**src/rtl/llbit_reservation_unit_pkg.sv**
```systemverilog
// Shared configuration and types for the LL/SC reservation tracker.
package llbit_reservation_unit_pkg;

    localparam int unsigned LLBIT_GRANULE_BYTES  = 16;
    localparam int unsigned LLBIT_TIMEOUT_CYCLES = 1024;

    typedef enum logic {
        IDLE     = 1'b0,
        RESERVED = 1'b1
    } llbit_state_t;

    // Counter must be able to hold TIMEOUT_CYCLES itself (saturation value).
    function automatic int unsigned llbit_cnt_width(input int unsigned timeout_cycles);
        return (timeout_cycles == 0) ? 1 : $clog2(timeout_cycles + 1);
    endfunction

endpackage

```
**src/rtl/llbit_timeout_counter.sv**
```systemverilog
// Saturating forward-progress counter; expired_o is raised on the last cycle before timeout.
module llbit_timeout_counter
    import llbit_reservation_unit_pkg::*;
#(
    parameter int unsigned TIMEOUT_CYCLES = LLBIT_TIMEOUT_CYCLES
) (
    input  logic clk,
    input  logic rst_n,
    input  logic clear_i,
    input  logic enable_i,
    output logic expired_o
);

    localparam int unsigned CW = llbit_cnt_width(TIMEOUT_CYCLES);
    localparam logic [CW-1:0] SAT_VAL    = CW'(TIMEOUT_CYCLES);
    localparam logic [CW-1:0] EXPIRE_VAL = (TIMEOUT_CYCLES == 0) ? '0 : CW'(TIMEOUT_CYCLES - 1);

    logic [CW-1:0] r_count;
    logic [CW-1:0] w_count_next;

    always_comb begin
        w_count_next = r_count;
        if (clear_i) begin
            w_count_next = '0;
        end else if (enable_i && (r_count != SAT_VAL)) begin
            w_count_next = r_count + 1'b1;
        end
    end

    always_ff @(posedge clk or negedge rst_n) begin
        if (!rst_n) begin
            r_count <= '0;
        end else begin
            r_count <= w_count_next;
        end
    end

    assign expired_o = (TIMEOUT_CYCLES != 0) && (r_count == EXPIRE_VAL);

endmodule

```
**src/rtl/llbit_reservation_unit.sv**
```systemverilog
// LLbit / reserved-granule tracker fed by the in-order commit bundle.
module llbit_reservation_unit
    import llbit_reservation_unit_pkg::*;
#(
    parameter int unsigned COMMIT_WIDTH   = 2,
    parameter int unsigned PADDR_WIDTH    = 32,
    parameter int unsigned GRANULE_BYTES  = LLBIT_GRANULE_BYTES,
    parameter int unsigned TIMEOUT_CYCLES = LLBIT_TIMEOUT_CYCLES
) (
    input  logic                                         clk,
    input  logic                                         rst_n,
    input  logic [COMMIT_WIDTH-1:0]                      commit_valid_i,
    input  logic [COMMIT_WIDTH-1:0]                      commit_is_ll_i,
    input  logic [COMMIT_WIDTH-1:0]                      commit_is_sc_i,
    input  logic [COMMIT_WIDTH*PADDR_WIDTH-1:0]          commit_paddr_i,
    input  logic                                         snoop_inv_valid_i,
    input  logic [PADDR_WIDTH-1:0]                       snoop_inv_paddr_i,
    input  logic                                         csr_wcllb_i,
    input  logic                                         ertn_i,
    input  logic                                         csr_klo_i,
    output logic [COMMIT_WIDTH-1:0]                      sc_success_o,
    output logic                                         klo_consume_o,
    output logic                                         llbit_o,
    output logic [PADDR_WIDTH-$clog2(GRANULE_BYTES)-1:0] resv_granule_o
);

    localparam int unsigned GRAN_LSB = $clog2(GRANULE_BYTES);
    localparam int unsigned GW       = PADDR_WIDTH - GRAN_LSB;

    llbit_state_t                     r_state;
    llbit_state_t                     w_state_next;
    logic [GW-1:0]                    r_granule;
    logic [GW-1:0]                    w_granule_next;
    logic [GW-1:0]                    w_snoop_granule;
    logic                             w_llbit_run;
    logic                             w_any_ll;
    logic                             w_expired;
    logic                             w_cnt_clear;
    logic                             w_cnt_en;
    logic [COMMIT_WIDTH*GRAN_LSB-1:0] w_unused_low;
    logic                             w_unused;

    assign w_snoop_granule = snoop_inv_paddr_i[PADDR_WIDTH-1:GRAN_LSB];

    // Slot chain: pre-clears act on the start-of-cycle state, then slots 0..N-1 in order.
    always_comb begin
        w_llbit_run    = (r_state == RESERVED);
        w_granule_next = r_granule;
        w_any_ll       = 1'b0;
        klo_consume_o  = 1'b0;
        sc_success_o   = '0;

        if (csr_wcllb_i || (snoop_inv_valid_i && (w_snoop_granule == r_granule)) ||
            w_expired || (ertn_i && !csr_klo_i)) begin
            w_llbit_run = 1'b0;
        end
        if (ertn_i && csr_klo_i) begin
            klo_consume_o = 1'b1;
        end

        for (int i = 0; i < COMMIT_WIDTH; i++) begin
            if (commit_valid_i[i]) begin
                if (commit_is_ll_i[i]) begin
                    w_llbit_run    = 1'b1;
                    w_granule_next = commit_paddr_i[i*PADDR_WIDTH+GRAN_LSB +: GW];
                    w_any_ll       = 1'b1;
                end else if (commit_is_sc_i[i]) begin
                    // No granule compare: any SC consumes the LLbit.
                    sc_success_o[i] = w_llbit_run;
                    w_llbit_run     = 1'b0;
                end
            end
        end

        w_state_next = w_llbit_run ? RESERVED : IDLE;
    end

    assign w_cnt_clear = w_any_ll || (w_state_next == IDLE);
    assign w_cnt_en    = (r_state == RESERVED);

    llbit_timeout_counter #(
        .TIMEOUT_CYCLES(TIMEOUT_CYCLES)
    ) u_timeout (
        .clk      (clk),
        .rst_n    (rst_n),
        .clear_i  (w_cnt_clear),
        .enable_i (w_cnt_en),
        .expired_o(w_expired)
    );

    always_ff @(posedge clk or negedge rst_n) begin
        if (!rst_n) begin
            r_state   <= IDLE;
            r_granule <= '0;
        end else begin
            r_state   <= w_state_next;
            r_granule <= w_granule_next;
        end
    end

    assign llbit_o        = (r_state == RESERVED);
    assign resv_granule_o = r_granule;

    // Byte offsets within a granule never matter.
    always_comb begin
        w_unused_low = '0;
        for (int i = 0; i < COMMIT_WIDTH; i++) begin
            w_unused_low[i*GRAN_LSB +: GRAN_LSB] = commit_paddr_i[i*PADDR_WIDTH +: GRAN_LSB];
        end
    end
    assign w_unused = ^{w_unused_low, snoop_inv_paddr_i[GRAN_LSB-1:0]};

endmodule

```
**config.mk**
```make
export PLATFORM = sky130hd
export DESIGN_NAME = llbit_reservation_unit
export DESIGN_NICKNAME = d
export VERILOG_FILES = /design/src/rtl/llbit_reservation_unit_pkg.sv /design/src/rtl/llbit_timeout_counter.sv /design/src/rtl/llbit_reservation_unit.sv
export SDC_FILE = /design/constraint.sdc
export NUM_CORES = 1
export LEC_CHECK = 0
export CORE_AREA = 4 4 94 70
export CTS_BUF_LIST = sky130_fd_sc_hd__clkbuf_4 sky130_fd_sc_hd__clkbuf_8
export DETAILED_ROUTE_END_ITERATION = 10
export DIE_AREA = 0 0 98 74
export MAX_ROUTING_LAYER = met4
export PLACE_DENSITY = 0.92
export REMOVE_ABC_BUFFERS = 1
export SETUP_SLACK_MARGIN = 0.02
export SKIP_LAST_GASP = 1
export SLEW_MARGIN = 0
export SYNTH_ARGS = -nofsm -noshare
export SYNTH_HDL_FRONTEND = slang
export SYNTH_HIERARCHICAL = 1
export SYNTH_SLANG_ARGS = --single-unit
```
**constraint.sdc**
```tcl
create_clock -name clk -period 6.1 [get_ports clk]
set_input_delay 1.22 -clock clk [delete_from_list [all_inputs] [get_ports clk]]
set_output_delay 1.22 -clock clk [all_outputs]
set_load 0.01 [all_outputs]
```
==> metrics list, run 1 <==
- Crit Reg-Reg Endpoint: u_timeout/r_count[2]
- Area of the multi-input gates: 0.00127 sq mm
* Clock tree buffer depth: 2
- Setup total negative slack on the finished layout was measured at 0 ns.
- Worst IR Drop VDD: 0.0974 mV
- The worst hold path begins at u_timeout/r_count[6].
- Finish-stage setup viols: 0
- Across all register-to-register paths, the minimum setup slack is 3.63 ns.
- The initialized floorplan defines 23 standard-cell rows.
- After synthesis, the share of cell area in mux cells is 0.134.
- Simple-gate share of the synthesized area: 0.181
- In this run, synthesis inferred 0 flip-flops with an integrated enable.
* Crit path top cell by count: clkdlybuf4s50_1
- ANT cells: 0
- Number of antenna violations at the first check in global routing: 0
- WL per Instance: 15.8 um
* Unrepaired setup endpoints after global routing: false
* Total Routing Usage GR: 0.192
- For the worst setup path, the data required time is 4.88 ns.
- The routed layout has 2290 vias.
- For this run, the number of Yosys warnings is 6.
* CTS Buf Count: 5
- Traced cell by cell, the critical path runs through clkdlybuf4s50_1 > xor2_1 > nor4_1 > nand4_1 > nor3_2 > o31ai_1 > clkdlybuf4s50_1.
* Final number of max-transition violations: 0
- After floorplanning, the core was sized to cover 0.00561 sq mm.
* Pin count of the biggest net entering global routing: 59
- Share of the clock period used by the worst path: 0.746
* Clock transition at path regs: 0.08 ns
- After clock tree synthesis, the flow added hold-fix buffers numbering 0.
- Die boundary height: 74 um
- Endpoints failing hold: 0
- Maximum fanout count along the critical path: 4
* Flip-flop cell with the highest count after synthesis: dfrtp_1
* Detailed-placement wirelength estimate: 5.48 mm
- The largest individual stage delay along the critical path comes from the cell clkdlybuf4s50_1.
* Final-layout fill cell count: 462
- Clock tree synthesis selected as its root buffer the cell clkbuf_8.
* Kind of path behind the tightest hold check: reg2reg
- Highest-count cells in the layout ignoring fill and taps: 126 x clkdlybuf4s50_1, 40 x dfrtp_1, 36 x nand2_1
* Count of nets after finishing: 478
* Headroom to the max-slew limit: 0.380
- The final layout contains routed wiring with a total length of 6.99 mm.
* Slowest Stage Delay on Critical Path: 0.49 ns
* Highest achievable clock rate: 220 MHz
- The first global-routing pass estimated 10.8 mm of wire.
- Reg-to-Reg Start: resv_granule_o[12]
* Setup Buffers After CTS: 0
* Placed cell area: 0.00364 sq mm
- Layout cell share with drive strength beyond 1: 0.0380
- Post-synthesis async set-or-reset flop share: 1.00
- For the worst setup path, the data arrival time is 3.33 ns.
- The cell family contributing the most delay on the critical path is simple AND/OR/NAND/NOR gates.
- After detailed routing, the number of remaining DRC violations is 0.
* Synth unique cells: 29
* Die Area: 0.00725 sq mm
- Leaving out fill and tap cells, the most frequent cell in the layout is clkdlybuf4s50_1.
- The first routing iteration left 86 violations.
- Critical Path Stages: 7
- Instance count of the mapped netlist: 245
- Fraction of the mapped netlist area in adder cells: 0.0107
- After detailed routing, the number of vias per cell comes to 5.17.
- Sequential cell area in the final layout: 0.00100 sq mm
* Critical Path End: sc_success_o[1]
* Compound-cell area share of the yosys netlist: 0.106
- Number of gates given a new drive strength after cts: 0
* Largest family of logic cells by synthesized area: simple AND/OR/NAND/NOR gates
- Measured in cells, the most critical reg-to-reg path has a length of 7.
- The number of global-route vias before repair came to 2353.
* First drt pass iteration count: 4
* Cell area after layout: 0.00372 sq mm
* Register area share after synthesis: 0.430
* Crit path capture type: output pin
- Counting both buffers and inverters, the worst setup path holds a total of 2.
- Ports: 140
* CTS Sinks: 40
- After layout, the minimum clock period comes to 4.55 ns.
* Least-Margin Pin Slew: 0.927 ns
* Setup Crit Path Kind: in2out
- Leftover overflow at the end of global routing: 0
- Hold is met by 0.614 ns.
- Max capacitance violation total: 0
* Post-route clock skew: 0.00654 ns
- Total standard cell area after synthesis: 0.00233 sq mm
- PortBufs: 127
- The count of nets left with antenna violations once routing finished came out at 0.
* Clock tree from TritonCTS: built
* Synthesized-area fraction occupied by xor and xnor cells: 0.113
- The die is 98 um wide.
- Power spread over the standard cell area amounts to 190 mW/mm^2.
- Nature of the critical path startpoint: primary input
- Status: finished clean
- Routability congestion estimate from global placement: 0.788
* Setup crit start: snoop_inv_paddr_i[16]
- The average instance in the mapped netlist occupies 9.50 sq um.
- In this run, synthesis produced a sequential element count of 40.
- Effective utilization at floorplan: 0.415
- H-tree Lvls: 2
* Worst-Skew Late Latency: 0.28 ns
- Leak pwr: 1.58 nW
* Post-synthesis to final-layout area growth: 60.0%
## through the flow
step / util / total power [W] / setup slack [ns] / cells
finish: 0.664 / 0.000708 / 1.55 / 443
global route: 0.664 / 0.000748 / 1.35 / 443
detailed placement: 0.649 / 0.000544 / 1.50 / 436
floorplan: - / 0.000399 / 2.75 / 234
global placement: 0.649 / 0.000535 / 1.50 / 436
CTS: 0.664 / 0.000718 / 1.49 / 443
## registers in the layout, indices dropped and copies added (netlist names)
| register | count |
|---|---|
| u_timeout/r_count | 11 |
| llbit_o | 1 |
| resv_granule_o | 28 |
## cells by family (layout without fill, tap and decap cells)
logic type / count (synthesis) / count (layout)
AOI/OAI and AO/OA: 45 / 45
xor gates and xnor gates: 30 / 30
adders and majority gates: 2 / 2
buffers and inverters: 14 / 137
DFF: 40 / 40
muxes: 31 / 31
and+or+nand+nor: 83 / 83
## routing by layer
metal	up-vias	part of all wire	global-route usage
met2	87	0.50	0.339
met5	-	0	-
met1	1076	0.42	0.222
met4	0	0.022	0.0645
met3	12	0.053	0.0375
li1	1115	-	-
## worst min-delay path, stage by stage (launching register included)
cell,delay (ns)
dfrtp_1,0.42
o21ai_0,0.08
a21oi_1,0.07
## Yosys cell counts (4+ instances only)
library cell   n  area share
dfrtp_1       40        0.43
nand2b_1       4       0.011
nor4_1        10       0.027
clkbuf_1       7       0.011
nand2_1       37       0.060
xnor2_1        4       0.015
xor2_1        26       0.098
nor2_1         7       0.011
o21ai_0       31       0.067
nand4_1        6       0.016
mux2i_1       29        0.12
a21oi_1        6       0.013
or4_1          4       0.013
o31ai_1        5       0.016
nand3_1        6       0.013
## worst min-delay path by stage
stage,endpoint,cells after the start
6_report,u_timeout/r_count[6],2
5_1_grt,u_timeout/r_count[10],2
4_1_cts,u_timeout/r_count[10],2
3_5_place_dp,u_timeout/r_count[10],2
3_3_place_gp,u_timeout/r_count[6],2
2_1_floorplan,u_timeout/r_count[10],2
## final cells by class
type                    count  area share
clock buffers               6      0.0205
well taps                  75      0.0252
inverters                   3     0.00302
flip-flops and latches     40       0.269
multi-input cells         191       0.341
clock inverters             1     0.00134
repair buffers            127       0.340
## power by group
group	switching, W	internal (W)
sequential	0.0000273	0.000291
clock	0.0000898	0.0000824
combinational	0.0000815	0.000136
total	0.000199	0.000510
(Power assumes the default switching activity.)
==> run 2, diff against run 1 <==
- CORE_AREA: 4 4 94 70 -> 4 4 103 76
- DIE_AREA: 0 0 98 74 -> 0 0 107 80
- PLACE_DENSITY: 0.92 -> 0.82
- clock period: 6.1 -> 3.95 ns (I/O delays scaled with it)
==> run 2 against run 1 <==
Non-clock buffer count increased by 2. Sequential power increased by 55%. Sequential share of layout area decreased by 0.38 points. Largest power group unchanged. First-iteration DRC count increased by 4.7%. Register-to-register slack got worse by 2.2 ns. Die area increased by 18%. Count of clock-buffer cells in the layout increased by 1. Clock skew decreased by 0.0021 ns. Combinational power increased by 55%. Critical path depth unchanged. Worst hold slack got worse by 0.017 ns. Global-route usage decreased by 2.2 points.
==> metrics list, run 2 (synthesis gave the netlist of run 1 again) <==
- Reg-to-Reg Start: resv_granule_o[18] (was resv_granule_o[12])
* Fraction of met3 tracks used by global routing: 0.0323 (was 0.0375)
- Routability congestion estimate from global placement: 0.763 (was 0.788)
- The area after detailed placement is 0.00368 sq mm (was 0.00364 sq mm).
* Share of the clock period used by the worst path: 0.946
* PortBufs: 127 (unchanged)
- The highest-utilization routing layer at the global route stage is met2 (unchanged).
- Pin count of the biggest net entering global routing: 58 (was 59)
* Placement row count: 25 (was 23)
* Flop2flop setup slack: 1.42 ns (was 3.63 ns)
- The end point of the worst hold path is u_timeout/r_count[10] (was u_timeout/r_count[6]).
* Total Routing Usage GR: 0.169 (was 0.192)
* CTS hold repair buffers: 0 (unchanged)
- Clock period minus final worst setup slack: 3.74 ns
* Worst Path Required: 3.16 ns (was 4.88 ns)
- Highest-count cells in the layout ignoring fill and taps: 126 x clkdlybuf4s50_1, 40 x dfrtp_1, 36 x nand2_1 (unchanged)
- The number of diodes came to 0 (unchanged).
* Endpoints failing hold: 0 (unchanged)
- H-tree Lvls: 2 (unchanged)
- The post-detailed-route DRC marker count was 0 (unchanged).
- The most common library cell in the layout ignoring fill and taps is clkdlybuf4s50_1 (unchanged).
- Final instance count without filler cells: 464 (was 443)
- The die span in x is 107 um (was 98 um).
- First-pass GRT wire length: 11.2 mm (was 10.8 mm)
- Met2 Use GR: 0.304 (was 0.339)
* Length in cells of the worst reg-to-reg path: 7 (unchanged)
- Met1 global-route usage: 0.198 (was 0.222)
- The cell count after placement was 457 (was 436).
* Start point of the worst hold path: u_timeout/r_count[10] (was u_timeout/r_count[6])
* Post-synthesis to final-layout area growth: 62.3% (was 60.0%)
- The die area came to 0.00856 sq mm (was 0.00725 sq mm).
- The total via count after detailed routing is 2256 (was 2290).
- The count of clock tree sinks was 40 (unchanged).
* Least-Margin Pin Slew: 0.893 ns (was 0.927 ns)
- The number of setup buffers added after CTS came to 0 (unchanged).
* Clock tree buffer depth: 2 (unchanged)
* Highest achievable clock rate: 268 MHz
* Die boundary height: 80 um (was 74 um)
* Number of antenna violations at the first check in global routing: 0 (unchanged)
- Ports: 140 (unchanged)
- The class of the tightest hold or removal check was reg2reg (unchanged).
- Vias/cell: 4.86 (was 5.17)
* Wire length after detailed routing: 7.09 mm (was 6.99 mm)
- Overall power: 0.00112 W (was 0.000708 W)
* Final standard cell utilization of the core: 0.564 (was 0.664)
- Unrepaired setup endpoints after global routing: false (unchanged)
- Number of gates given a new drive strength after cts: 0 (unchanged)
* Clock tree from TritonCTS: built (unchanged)
- Headroom to the max-slew limit: 0.404 (was 0.380)
- The power density over cell area was 297 mW/mm^2 (was 190 mW/mm^2).
- The effective utilization at floorplan is 0.348 (was 0.415).
- Maximum fanout count along the critical path: 4 (unchanged)
* Number of design-rule violations left by the first detailed-router iteration: 90 (was 86)
- The area of the core is 0.00669 sq mm (was 0.00561 sq mm).
- The total congestion overflow after global routing came to 0 (unchanged).
* Status: finished clean (unchanged)
- Finish-stage setup viols: 0 (unchanged)
- WL per Instance: 15.3 um (was 15.8 um)
- Final number of max-transition violations: 0 (unchanged)
- The capturing element type of the critical path is an output pin (unchanged).
* Root buffer selected by CTS: clkbuf_8 (unchanged)
- Detailed-placement wirelength estimate: 5.50 mm (was 5.48 mm)
* Number of antenna-violating nets in the routed design: 0 (unchanged)
- The count of TritonRoute iterations in the first routing pass came to 4 (unchanged).
- The type of origin of the critical path was a primary input (unchanged).
* Vias in the first global route: 2349 (was 2353)
- The data arrival time of the critical path came to 2.95 ns (was 3.33 ns).
- The net total in the final layout is 480 (was 478).
- Setup TNS Final: 0 ns (unchanged)
- Hold Path Cell Cnt: 2 (unchanged)
- The fraction of final layout cells with drive strength greater than 1 was 0.0432 (was 0.0380).
* Worst IR Drop VDD: 0.140 mV (was 0.0974 mV)
* Max FFs per register: 28 (unchanged)
* CTS Buf Count: 5 (unchanged)
- The area of all placed cells without fillers is 0.00378 sq mm (was 0.00372 sq mm).
- Max capacitance violation total: 0 (unchanged)
* Crit Reg-Reg Endpoint: u_timeout/r_count[2] (unchanged)
- Clock transition at path regs: 0.08 ns (about the same)
- Setup Crit Path Kind: in2out (unchanged)
- The worst clock skew came to 0.00443 ns (was 0.00654 ns).
- The latest clock arrival within the worst-skew pair was 0.28 ns (about the same).
* Leak pwr: 1.60 nW (was 1.58 nW)
-- run 2: cell type report --
class | count | area, sq um
well taps | 94 | 118
flip-flops and latches | 40 | 1000
fillers | 624 | 2920
clock buffers | 7 | 96.3
repair buffers | 129 | 1280
inverters | 3 | 11.3
multi-input cells | 191 | 1270
-- run 2: how the worst max path moves through the flow --
stage | from | cells after the start | slack [ns] | to
6_report | snoop_inv_paddr_i[22] | 7 | 0.21 | sc_success_o[1]
5_1_grt | snoop_inv_paddr_i[28] | 7 | 0.11 | sc_success_o[1]
2_1_floorplan | commit_is_ll_i[0] | 5 | 1.22 | u_timeout/r_count[1]
4_1_cts | snoop_inv_paddr_i[22] | 7 | 0.20 | sc_success_o[1]
3_5_place_dp | snoop_inv_paddr_i[22] | 7 | 0.20 | sc_success_o[1]
3_3_place_gp | snoop_inv_paddr_i[22] | 7 | 0.20 | sc_success_o[1]
-- run 2: critical path, cell delays in order --
cell and delay, ns:
clkdlybuf4s50_1 0.42, xor2_1 0.14, nor4_1 0.40, nand4_1 0.23, nor3_2 0.35, o31ai_1 0.12
clkdlybuf4s50_1 0.50
-- run 2: power breakdown --
part | internal, W | total, W | switching (W) | leakage, nW
logic | 0.000210 | 0.000336 | 0.000126 | 1.04
clock network | 0.000156 | 0.000290 | 0.000134 | 0.0503
registers | 0.000450 | 0.000494 | 0.0000445 | 0.506
-- run 2: routing by layer --
| metal | vias up | routed length (um) |
|---|---|---|
| met2 | 80 | 3630 |
| met5 | - | 0 |
| met1 | 1053 | 2980 |
| met4 | 0 | 90 |
| li1 | 1117 | - |
| met3 | 6 | 388 |
-- run 2: stage by stage --
step	worst slack (ns)	hold slack, ns
final	0.212	0.597
after global routing	0.111	0.650
after CTS	0.199	0.600
after detailed placement	0.198	0.584
after global placement	0.204	0.574
after floorplan	1.22	0.494
